**src/rtl/g9_mem_pkg.sv**
```systemverilog
// Shared state encoding, requester ids and default widths for the G9 data-memory arbiter.
package g9_mem_pkg;

    localparam int unsigned DMEM_SIZE    = 32;
    localparam int unsigned DMEM_AW      = 9;
    localparam int unsigned DMEM_MEM_LAT = 1;

    localparam int unsigned REQ_CPU = 0;
    localparam int unsigned REQ_LDR = 1;

    typedef enum logic [1:0] {
        IDLE  = 2'd0,
        ISSUE = 2'd1,
        WAIT  = 2'd2,
        RESP  = 2'd3
    } arb_state_e;

endpackage

```
**src/rtl/rr_pick.sv**
```systemverilog
// Combinational round-robin picker: first set req bit after last_grant, with wrap-around.
module rr_pick #(
    parameter int unsigned NREQ = 2,
    parameter int unsigned IW   = 1
) (
    input  logic [NREQ-1:0] req,
    input  logic [IW-1:0]   last_grant,
    output logic [IW-1:0]   winner,
    output logic            valid
);

    logic [2*NREQ-1:0] req_dbl;
    logic [NREQ-1:0]   rot;

    // rot[j] is the request of requester (last_grant + 1 + j) mod NREQ
    assign req_dbl = {req, req};
    assign rot     = NREQ'(req_dbl >> (32'(last_grant) + 32'd1));

    // Scan from the far end so the nearest candidate is the one that sticks
    always_comb begin
        valid  = 1'b0;
        winner = '0;
        for (int j = NREQ - 1; j >= 0; j--) begin
            if (rot[j]) begin
                valid  = 1'b1;
                winner = IW'((32'(last_grant) + 32'(j) + 32'd1) % NREQ);
            end
        end
    end

endmodule

```
**src/rtl/dmem_arbiter.sv**
```systemverilog
// Round-robin arbiter and transaction sequencer for the shared G9 data memory.
// Optional ownership lock for read-modify-write sequences: define DMEM_ARB_LOCK_EN.
module dmem_arbiter
    import g9_mem_pkg::*;
#(
    parameter int unsigned size    = DMEM_SIZE,
    parameter int unsigned AW      = DMEM_AW,
    parameter int unsigned NREQ    = 2,
    parameter int unsigned MEM_LAT = DMEM_MEM_LAT
) (
    input  logic                 clk,
    input  logic                 reset,
    input  logic [NREQ-1:0]      req,
    input  logic [NREQ-1:0]      req_we,
    input  logic [NREQ*AW-1:0]   req_addr,
    input  logic [NREQ*size-1:0] req_wdata,
`ifdef DMEM_ARB_LOCK_EN
    input  logic [NREQ-1:0]      req_lock,
    output logic                 locked,
`endif
    output logic [NREQ-1:0]      ack,
    output logic [size-1:0]      rdata,
    output logic                 busy,
    output logic [AW-1:0]        mem_address,
    output logic [size-1:0]      mem_write_data,
    output logic                 mem_write,
    output logic                 mem_read,
    input  logic [size-1:0]      mem_read_data
);

    localparam int unsigned   IW       = (NREQ > 1) ? $clog2(NREQ) : 1;
    localparam int unsigned   CW       = 2;
    localparam logic [IW-1:0] LAST_RST = IW'(NREQ - 1);

    arb_state_e      state_q;
    logic [IW-1:0]   last_grant_q;
    logic [IW-1:0]   win_id_q;
    logic            win_we_q;
    logic [CW-1:0]   cnt_q;
    logic [NREQ-1:0] ack_q;
    logic [size-1:0] rdata_q;
    logic            busy_q;
    logic [AW-1:0]   mem_address_q;
    logic [size-1:0] mem_write_data_q;
    logic            mem_write_q;
    logic            mem_read_q;

    logic [IW-1:0]   pick_idx;
    logic            pick_valid;
    logic [IW-1:0]   grant_idx_c;
    logic            grant_valid_c;
    logic            enter_resp_c;

    rr_pick #(
        .NREQ (NREQ),
        .IW   (IW)
    ) u_rr_pick (
        .req        (req),
        .last_grant (last_grant_q),
        .winner     (pick_idx),
        .valid      (pick_valid)
    );

`ifdef DMEM_ARB_LOCK_EN
    logic locked_q;
    logic lock_hold_c;

    // While locked, last_grant_q is the owner; it keeps the port as long as it still asks with lock
    assign lock_hold_c   = locked_q & req[last_grant_q] & req_lock[last_grant_q];
    assign grant_valid_c = lock_hold_c | pick_valid;
    assign grant_idx_c   = lock_hold_c ? last_grant_q : pick_idx;
    assign locked        = locked_q;
`else
    assign grant_valid_c = pick_valid;
    assign grant_idx_c   = pick_idx;
`endif

    // Read data is captured on the edge that enters RESP so it is valid alongside ack
    assign enter_resp_c = ((state_q == ISSUE) && (MEM_LAT == 0)) ||
                          ((state_q == WAIT) && (cnt_q == CW'(1)));

    always_ff @(posedge clk or negedge reset) begin
        if (!reset) begin
            state_q          <= IDLE;
            last_grant_q     <= LAST_RST;
            win_id_q         <= '0;
            win_we_q         <= 1'b0;
            cnt_q            <= '0;
            ack_q            <= '0;
            rdata_q          <= '0;
            busy_q           <= 1'b0;
            mem_address_q    <= '0;
            mem_write_data_q <= '0;
            mem_write_q      <= 1'b0;
            mem_read_q       <= 1'b0;
`ifdef DMEM_ARB_LOCK_EN
            locked_q         <= 1'b0;
`endif
        end else begin
            ack_q       <= '0;
            mem_write_q <= 1'b0;
            mem_read_q  <= 1'b0;

            case (state_q)
                IDLE: begin
`ifdef DMEM_ARB_LOCK_EN
                    if (!lock_hold_c) begin
                        locked_q <= 1'b0;
                    end
`endif
                    if (grant_valid_c) begin
                        win_id_q         <= grant_idx_c;
                        win_we_q         <= req_we[grant_idx_c];
                        last_grant_q     <= grant_idx_c;
                        mem_address_q    <= req_addr[32'(grant_idx_c) * AW +: AW];
                        mem_write_data_q <= req_wdata[32'(grant_idx_c) * size +: size];
                        mem_write_q      <= req_we[grant_idx_c];
                        mem_read_q       <= ~req_we[grant_idx_c];
                        busy_q           <= 1'b1;
                        state_q          <= ISSUE;
                    end
                end
                ISSUE: begin
                    cnt_q   <= CW'(MEM_LAT);
                    state_q <= (MEM_LAT == 0) ? RESP : WAIT;
                end
                WAIT: begin
                    cnt_q <= cnt_q - CW'(1);
                    if (cnt_q == CW'(1)) begin
                        state_q <= RESP;
                    end
                end
                RESP: begin
                    busy_q  <= 1'b0;
                    state_q <= IDLE;
`ifdef DMEM_ARB_LOCK_EN
                    locked_q <= req_lock[win_id_q];
`endif
                end
                default: state_q <= IDLE;
            endcase

            if (enter_resp_c) begin
                ack_q[win_id_q] <= 1'b1;
                if (!win_we_q) begin
                    rdata_q <= mem_read_data;
                end
            end
        end
    end

    assign ack            = ack_q;
    assign rdata          = rdata_q;
    assign busy           = busy_q;
    assign mem_address    = mem_address_q;
    assign mem_write_data = mem_write_data_q;
    assign mem_write      = mem_write_q;
    assign mem_read       = mem_read_q;

endmodule

```
**config.mk**
```make
export PLATFORM = sky130hd
export DESIGN_NAME = dmem_arbiter
export DESIGN_NICKNAME = d
export VERILOG_FILES = /design/src/rtl/g9_mem_pkg.sv /design/src/rtl/rr_pick.sv /design/src/rtl/dmem_arbiter.sv
export SDC_FILE = /design/constraint.sdc
export NUM_CORES = 1
export LEC_CHECK = 0
export ABC_AREA = 1
export CORE_MARGIN = 10
export CORE_UTILIZATION = 35
export CTS_CLUSTER_SIZE = 30
export DETAILED_ROUTE_END_ITERATION = 12
export PLACE_DENSITY = 0.74
export SLEW_MARGIN = 20
export SYNTH_ARGS = -nofsm -noshare
export SYNTH_HDL_FRONTEND = slang
export SYNTH_SLANG_ARGS = --single-unit
```
**constraint.sdc**
```tcl
create_clock -name clk -period 2.1 [get_ports clk]
set_input_delay 0.315 -clock clk [delete_from_list [all_inputs] [get_ports clk]]
set_output_delay 0.315 -clock clk [all_outputs]
set_load 0.03 [all_outputs]
```
==> results of run 1 <==
==> worst register-to-register path: cells and delay by family, from the launching register on <==
kind	cells	cell delay, ns
AO/OA/AOI/OAI	1	0.06
buffers and inverters	2	0.35
adder cells (fa/ha/maj)	1	0.20
AND/OR/NAND/NOR	3	0.68
flip-flops	1	0.39
==> sequential cells by signal, summed over array words and instances (netlist names) <==
signal          count
mem_address         9
state_q             2
mem_write           1
cnt_q               2
last_grant_q        1
ack                 2
mem_read            1
busy                1
mem_write_data     32
win_id_q            1
rdata              32
win_we_q            1
==> cells in the final DEF, fill, tap and decap left out, types with 2 or more instances in the layout <==
| cell | instances |
|---|---|
| nand2_1 | 251 |
| clkdlybuf4s50_1 | 195 |
| dfrtp_1 | 84 |
| nand3_1 | 47 |
| inv_1 | 41 |
| o21ai_2 | 32 |
| clkbuf_16 | 9 |
| ha_1 | 4 |
| buf_4 | 4 |
| buf_12 | 4 |
| o21ai_0 | 3 |
| nor2_1 | 2 |
| nand2_2 | 2 |
| or2_2 | 2 |
| clkbuf_1 | 2 |
| clkinvlp_4 | 2 |
==> synth_stat cells <==
cell type  count  area (µm²)
inv_1         41         154
nor2_1         2        7.51
nand3b_1       1        7.51
o21ai_0        3        15.0
nand3_1       47         235
nor2_4         1        11.3
dfstp_2        1        26.3
nand2_1      251         942
ha_1           4        50.1
buf_4          4        30.0
nand2_2        2        12.5
nor2_8         1        20.0
o21a_1         1        7.51
a21oi_1        1        5.00
inv_4          1        6.26
dfrtp_1       84        2100
or2_2          1        6.26
buf_6          7        78.8
o21ai_2       32         280
buf_1          3        11.3
or2_1          1        6.26
clkbuf_1       3        11.3
buf_2         11        55.1
==> cells by family (layout without fill, tap and decap cells) <==
group | after synthesis | in the layout | synth area share, %
flip-flops | 85 | 85 | 52.1
buffers and inverters | 70 | 263 | 8.49
adder cells (fa/ha/maj) | 4 | 4 | 1.23
AO/OA/AOI/OAI | 37 | 37 | 7.54
AND/OR/NAND/NOR | 307 | 307 | 30.6
==> power groups by stage <==
stage               clock (µW)  combinational [µW]  sequential [µW]
floorplan                    0                1880             4220
global placement             0                5290             2850
detailed placement           0                5410             2880
CTS                       1590                5430             2860
global route              1660                5770             2960
finish                    1540                5330             2860
==> worst max path at each step <==
| stage | slack, ns | end | cells past startpoint |
|---|---|---|---|
| finish | 0.31 | rdata[1]$_DFFE_PN0P_ | 7 |
| global route | 0.19 | rdata[1]$_DFFE_PN0P_ | 7 |
| CTS | 0.30 | rdata[1]$_DFFE_PN0P_ | 7 |
| detailed placement | 0.33 | rdata[25]$_DFFE_PN0P_ | 7 |
| global placement | 0.38 | rdata[24]$_DFFE_PN0P_ | 7 |
| floorplan | 0.67 | rdata[23]$_DFFE_PN0P_ | 8 |
==> stage by stage <==
stage | utilization [%] | total power [µW] | std cells | hold slack, ns | instance area, µm²
floorplan | - | 6100 | 503 | 0.0194 | 4080
global placement | 53.8 | 8140 | 822 | 0.318 | 6140
detailed placement | 53.8 | 8290 | 822 | 0.325 | 6140
CTS | 56.4 | 9880 | 839 | 0.446 | 6440
global route | 56.4 | 10400 | 839 | 0.454 | 6440
finish | 56.4 | 9730 | 839 | 0.444 | 6440
==> metal layers <==
metal / vias to the layer above / share of wire (%) / global-route usage [%]
met1: 1808 / 41 / 17.9
met3: 8 / 5.1 / 3.68
li1: 1924 / - / -
met2: 100 / 53 / 27.8
met4: 0 / 1.2 / 5.17
met5: - / 0 / 0
==> cell type report <==
type | instances | area share, %
clock buffers | 11 | 3.61
clock inverters | 5 | 0.913
inverters | 42 | 2.49
multi-input cells | 348 | 24.9
flip-flops and latches | 85 | 33.0
well taps | 143 | 2.78
repair buffers | 205 | 32.2
==> results.sh, run 1 <==
export IMPL_cts_num_sinks=85
export IMPL_switching_share_pct=43.7
export IMPL_globalplace_congestion=0.795
export IMPL_finalHoldViolCount=0
export IMPL_power_frac_seq_pct=29.4
export IMPL_htree_num_levels=3
export IMPL_critPathTopFamily="simple AND/OR/NAND/NOR gates"
export IMPL_setup_violations=0
export IMPL_num_vias=3840
export IMPL_worst_setup_path_end_kind="flop"
export IMPL_syn_instance_count=503
export IMPL_grt_pass1_vias=4027
export IMPL_r2r_cells=7
export IMPL_hold_class="flop to flop"
export IMPL_clkPwrFrac_pct=15.9
export IMPL_place_hpwl_um=9970
export IMPL_grt_max_degree=50
export IMPL_synth_seq_cells=85
export IMPL_area_delta_synth_final_pct=57.8
export IMPL_power_leakage_uw=0.00322
export IMPL_r2r_setup_slack_ns=0.31
export IMPL_path_buf_inv=2
export IMPL_fin_skew_ns=0.00874
export IMPL_ys_warn_count=0
export IMPL_crit_path_top_delay_cell="or2_2"
export IMPL_status="finished, final reports clean"
export IMPL_diodes=0
export IMPL_syn_avg_cell_area_um2=8.11
export IMPL_synth_seq_area_share_pct=52.1
export IMPL_wl_um=12800
export IMPL_p_sw_uw=4250
export IMPL_fill_cells=1063
export IMPL_multi_input_area_um2=1610
export IMPL_cpMostUsedCell="nand2_1"
export IMPL_post_cts_buffers=0
export IMPL_synth_nets=627
export IMPL_antenna_found_initial=0
export IMPL_post_route_min_period_ns=1.79
export IMPL_finalCritPeriodShare_pct=85.3
export IMPL_grtUsageTotal_pct=15.6
export IMPL_dieHeight_um=128
export IMPL_max_cap_violations=0
export IMPL_internal_power_uw=5480
export IMPL_holdPathEnd="ack[0]$_DFF_PN0_"
export IMPL_required_ns=2.31
export IMPL_wl_per_cell_um=15.3
export IMPL_timing_rr_end="rdata[1]$_DFFE_PN0P_"
export IMPL_preCtsSetupSlack_ns=0.327
export IMPL_cts_root_buf="clkbuf_16"
export IMPL_path_class="flop to flop"
export IMPL_grt_overflow_total=0
export IMPL_dieArea_um2=16400
export IMPL_nets=815
export IMPL_clk_pin_slew_ns=0.06
export IMPL_drt_iter0_drc=209
export IMPL_maxSlewHeadroom_pct=65.9
export IMPL_cts_tree="yes"
export IMPL_grt_pass1_wl_um=20900
export IMPL_drive_gt1_share_pct=9.05
export IMPL_core_area_um2=11400
export IMPL_timing_fmax_ghz=0.559
export IMPL_hold_depth=1
export IMPL_powerDensity_nw_per_um2=1510
export IMPL_die_x_um=128
export IMPL_slowest_delay_ns=0.45
export IMPL_fin_ws_ns=0.310
export IMPL_p_comb_share_pct=54.8
export IMPL_cts_buffers=9
export IMPL_drt_antenna_violating_nets=0
export IMPL_path_max_fanout=49
export IMPL_first_pass_iters=7
export IMPL_crit_start="state_q[0]$_DFFE_PN0P_"
export IMPL_io_buffers=197
export IMPL_crit_chain="inv_1, ha_1, nand2_1, or2_2, buf_12, nand2_1, o21ai_2"
export IMPL_io_pins=198
export IMPL_peakVddDrop_uv=864
export IMPL_worst_pin_slew_ns=0.511
export IMPL_avgViaCountPerCell=4.58
export IMPL_initial_core_util_pct=35.7
export IMPL_num_rows=39
export IMPL_cp_data_arrival_time_ns=2.00
export IMPL_r2r_start="state_q[0]$_DFFE_PN0P_"
export IMPL_grt_setup_unrepaired="no"
export IMPL_drc=0
export IMPL_netlist_cell_type_count=23
export IMPL_seqCellArea_um2=2130
export IMPL_slew_violations=0
export IMPL_min_delay_start="win_id_q$_DFFE_PN0P_"
export IMPL_fin_tns_setup_ns=0
export IMPL_clkLatencyLatePin_ns=0.33
export IMPL_clk_path_buf_depth=2
export IMPL_syn_cell_area_um2=4080
export IMPL_ctsResizeCount=0
export IMPL_hold_buffers=1
export IMPL_cp_start_kind="flop"
Note: power is estimated with default switching activity, not from simulation.
==> inputs of run 2 (changes only) <==
Settings changed: CORE_UTILIZATION 35 to 41, PLACE_DENSITY 0.74 to 0.84.
==> run 2 against run 1 <==
Effect of this change:
- sequential share of layout area increased by 0.44 points
- critical endpoint is now mem_write_data[8]
- total power down 2.1%
- critical path type is now flop to primary output
- critical path depth is 6 lower
==> results.sh, run 2 (same netlist as run 1, synthesis figures left out) <==
export IMPL_status="finished, final reports clean"
export IMPL_cp_data_arrival_time_ns=1.41
export IMPL_power_frac_seq_pct=29.9
export IMPL_clkLatencyLatePin_ns=0.33
export IMPL_path_class="flop to primary output"
export IMPL_cts_buffers=9
export IMPL_timing_fmax_ghz=0.580
export IMPL_cts_root_buf="clkbuf_8"
export IMPL_grtUsageTotal_pct=17.4
export IMPL_io_pins=198
export IMPL_avgViaCountPerCell=4.64
export IMPL_path_max_fanout=2
export IMPL_nets=814
export IMPL_area_delta_synth_final_pct=55.8
export IMPL_grt_pass1_vias=4060
export IMPL_grt_pass1_wl_um=20600
export IMPL_num_rows=36
export IMPL_finalHoldViolCount=0
export IMPL_io_buffers=197
export IMPL_first_pass_iters=5
export IMPL_r2r_start="state_q[0]$_DFFE_PN0P_"
export IMPL_switching_share_pct=44.2
export IMPL_powerDensity_nw_per_um2=1500
export IMPL_wl_per_cell_um=15.4
export IMPL_clk_pin_slew_ns=0.08
export IMPL_die_x_um=120
export IMPL_final_util_pct=65.3
export IMPL_hold_slack_ns=0.440
export IMPL_dieArea_um2=14300
export IMPL_worst_pin_slew_ns=0.513
export IMPL_dieHeight_um=120
export IMPL_final_cell_mix="251 x nand2_1, 195 x clkdlybuf4s50_1, 84 x dfrtp_1, 47 x nand3_1, 41 x inv_1"
export IMPL_maxSlewHeadroom_pct=65.8
export IMPL_p_sw_uw=4210
export IMPL_globalplace_congestion=0.806
export IMPL_fin_tns_setup_ns=0
export IMPL_diodes=0
export IMPL_hold_class="flop to flop"
export IMPL_cp_start_kind="flop"
export IMPL_grt_setup_unrepaired="no"
export IMPL_cts_num_sinks=85
export IMPL_slew_violations=0
export IMPL_setup_violations=0
export IMPL_grt_overflow_total=0
export IMPL_required_ns=1.78
export IMPL_htree_num_levels=3
export IMPL_crit_chain="clkdlybuf4s50_1"
export IMPL_fin_skew_ns=0.00658
export IMPL_crit_start="mem_write_data[8]$_DFFE_PN0P_"
export IMPL_power_leakage_uw=0.00319
export IMPL_max_cap_violations=0
export IMPL_wl_um=12700
export IMPL_worst_setup_path_end_kind="primary output"
export IMPL_peakVddDrop_uv=758
export IMPL_drive_gt1_share_pct=9.06
export IMPL_critPathTopFamily="buffers and inverters"
export IMPL_final_common_cell="nand2_1"
export IMPL_path_buf_inv=1
export IMPL_initial_core_util_pct=41.9
export IMPL_clk_path_buf_depth=2
export IMPL_cts_tree="yes"
export IMPL_place_hpwl_um=10200
export IMPL_drc=0
export IMPL_post_route_min_period_ns=1.73
export IMPL_internal_power_uw=5320
export IMPL_grt_max_degree=65
export IMPL_crit_path_top_delay_cell="clkdlybuf4s50_1"
export IMPL_num_vias=3842
export IMPL_finalCritPeriodShare_pct=82.2
export IMPL_drt_iter0_drc=195
export IMPL_p_comb_share_pct=55.9
export IMPL_clkPwrFrac_pct=14.2
export IMPL_min_delay_start="win_id_q$_DFFE_PN0P_"
export IMPL_drt_antenna_violating_nets=0
export IMPL_slowest_delay_ns=0.70
export IMPL_core_area_um2=9730
export IMPL_antenna_found_initial=0
==> run 2: worst register-to-register path, delay by kind of cell (launching register included) <==
family,cells,cell delay (ns)
buffers and inverters,3,0.47
flip-flops,1,0.41
adder cells (fa/ha/maj),1,0.20
AND/OR/NAND/NOR,3,0.53
==> run 2: stage by stage <==
stage	setup WS (ns)	instances	total power [µW]	cell area [µm²]
6_report	0.375	828	9520	6360
5_1_grt	0.230	828	10100	6360
4_1_cts	0.349	828	9640	6360
3_5_place_dp	0.297	811	8260	6110
3_3_place_gp	0.333	811	8060	6110
2_1_floorplan	0.673	503	6100	4080
==> run 2: final cells by class <==
class                      instances  area [µm²]
clock buffer                      10         128
clock inverter                     6         111
tap                              133         166
multi-input combinational        348        1610
fill                             815        3370
inverter                          42         160
sequential                        85        2130
timing repair buffer             204        2060
==> run 2: worst paths after layout <==
path | slack, ns | endpoint | cells after the start
max reg2reg | 0.40 | mem_write_data[22]$_DFFE_PN0P_ | 7
min | 0.44 | ack[0]$_DFF_PN0_ | 1
max | 0.37 | mem_write_data[8] | 1
max in group asynchronous | 0.90 | last_grant_q$_DFFE_PN1P_ | 3
min reg2reg | 0.44 | ack[0]$_DFF_PN0_ | 1
min in group asynchronous | 0.50 | rdata[4]$_DFFE_PN0P_ | 2
==> run 2: timing repair <==
item / 4_1_cts / 5_1_grt
setup buffers: 0 / 0
resized for setup: 0 / 0
hold buffers: 1 / 0
endpoints found under the setup margin: 0 / 0
endpoints found under the hold margin: 39 / 0
==> run 2: routing by layer <==
metal  up-vias  track usage, %  wire, µm
met5         -               0         0
met4         0            5.43       210
met3        14            3.42       792
met2       130            32.8      6970
met1      1791            19.0      4760
li1       1907               -         -
==> run 2: power groups by stage <==
stage               sequential, µW  combinational [µW]  clock [µW]
floorplan                     4220                1880           0
global placement              2830                5230           0
detailed placement            2870                5380           0
CTS                           2850                5390        1390
global route                  2950                5740        1450
finish                        2850                5320        1350
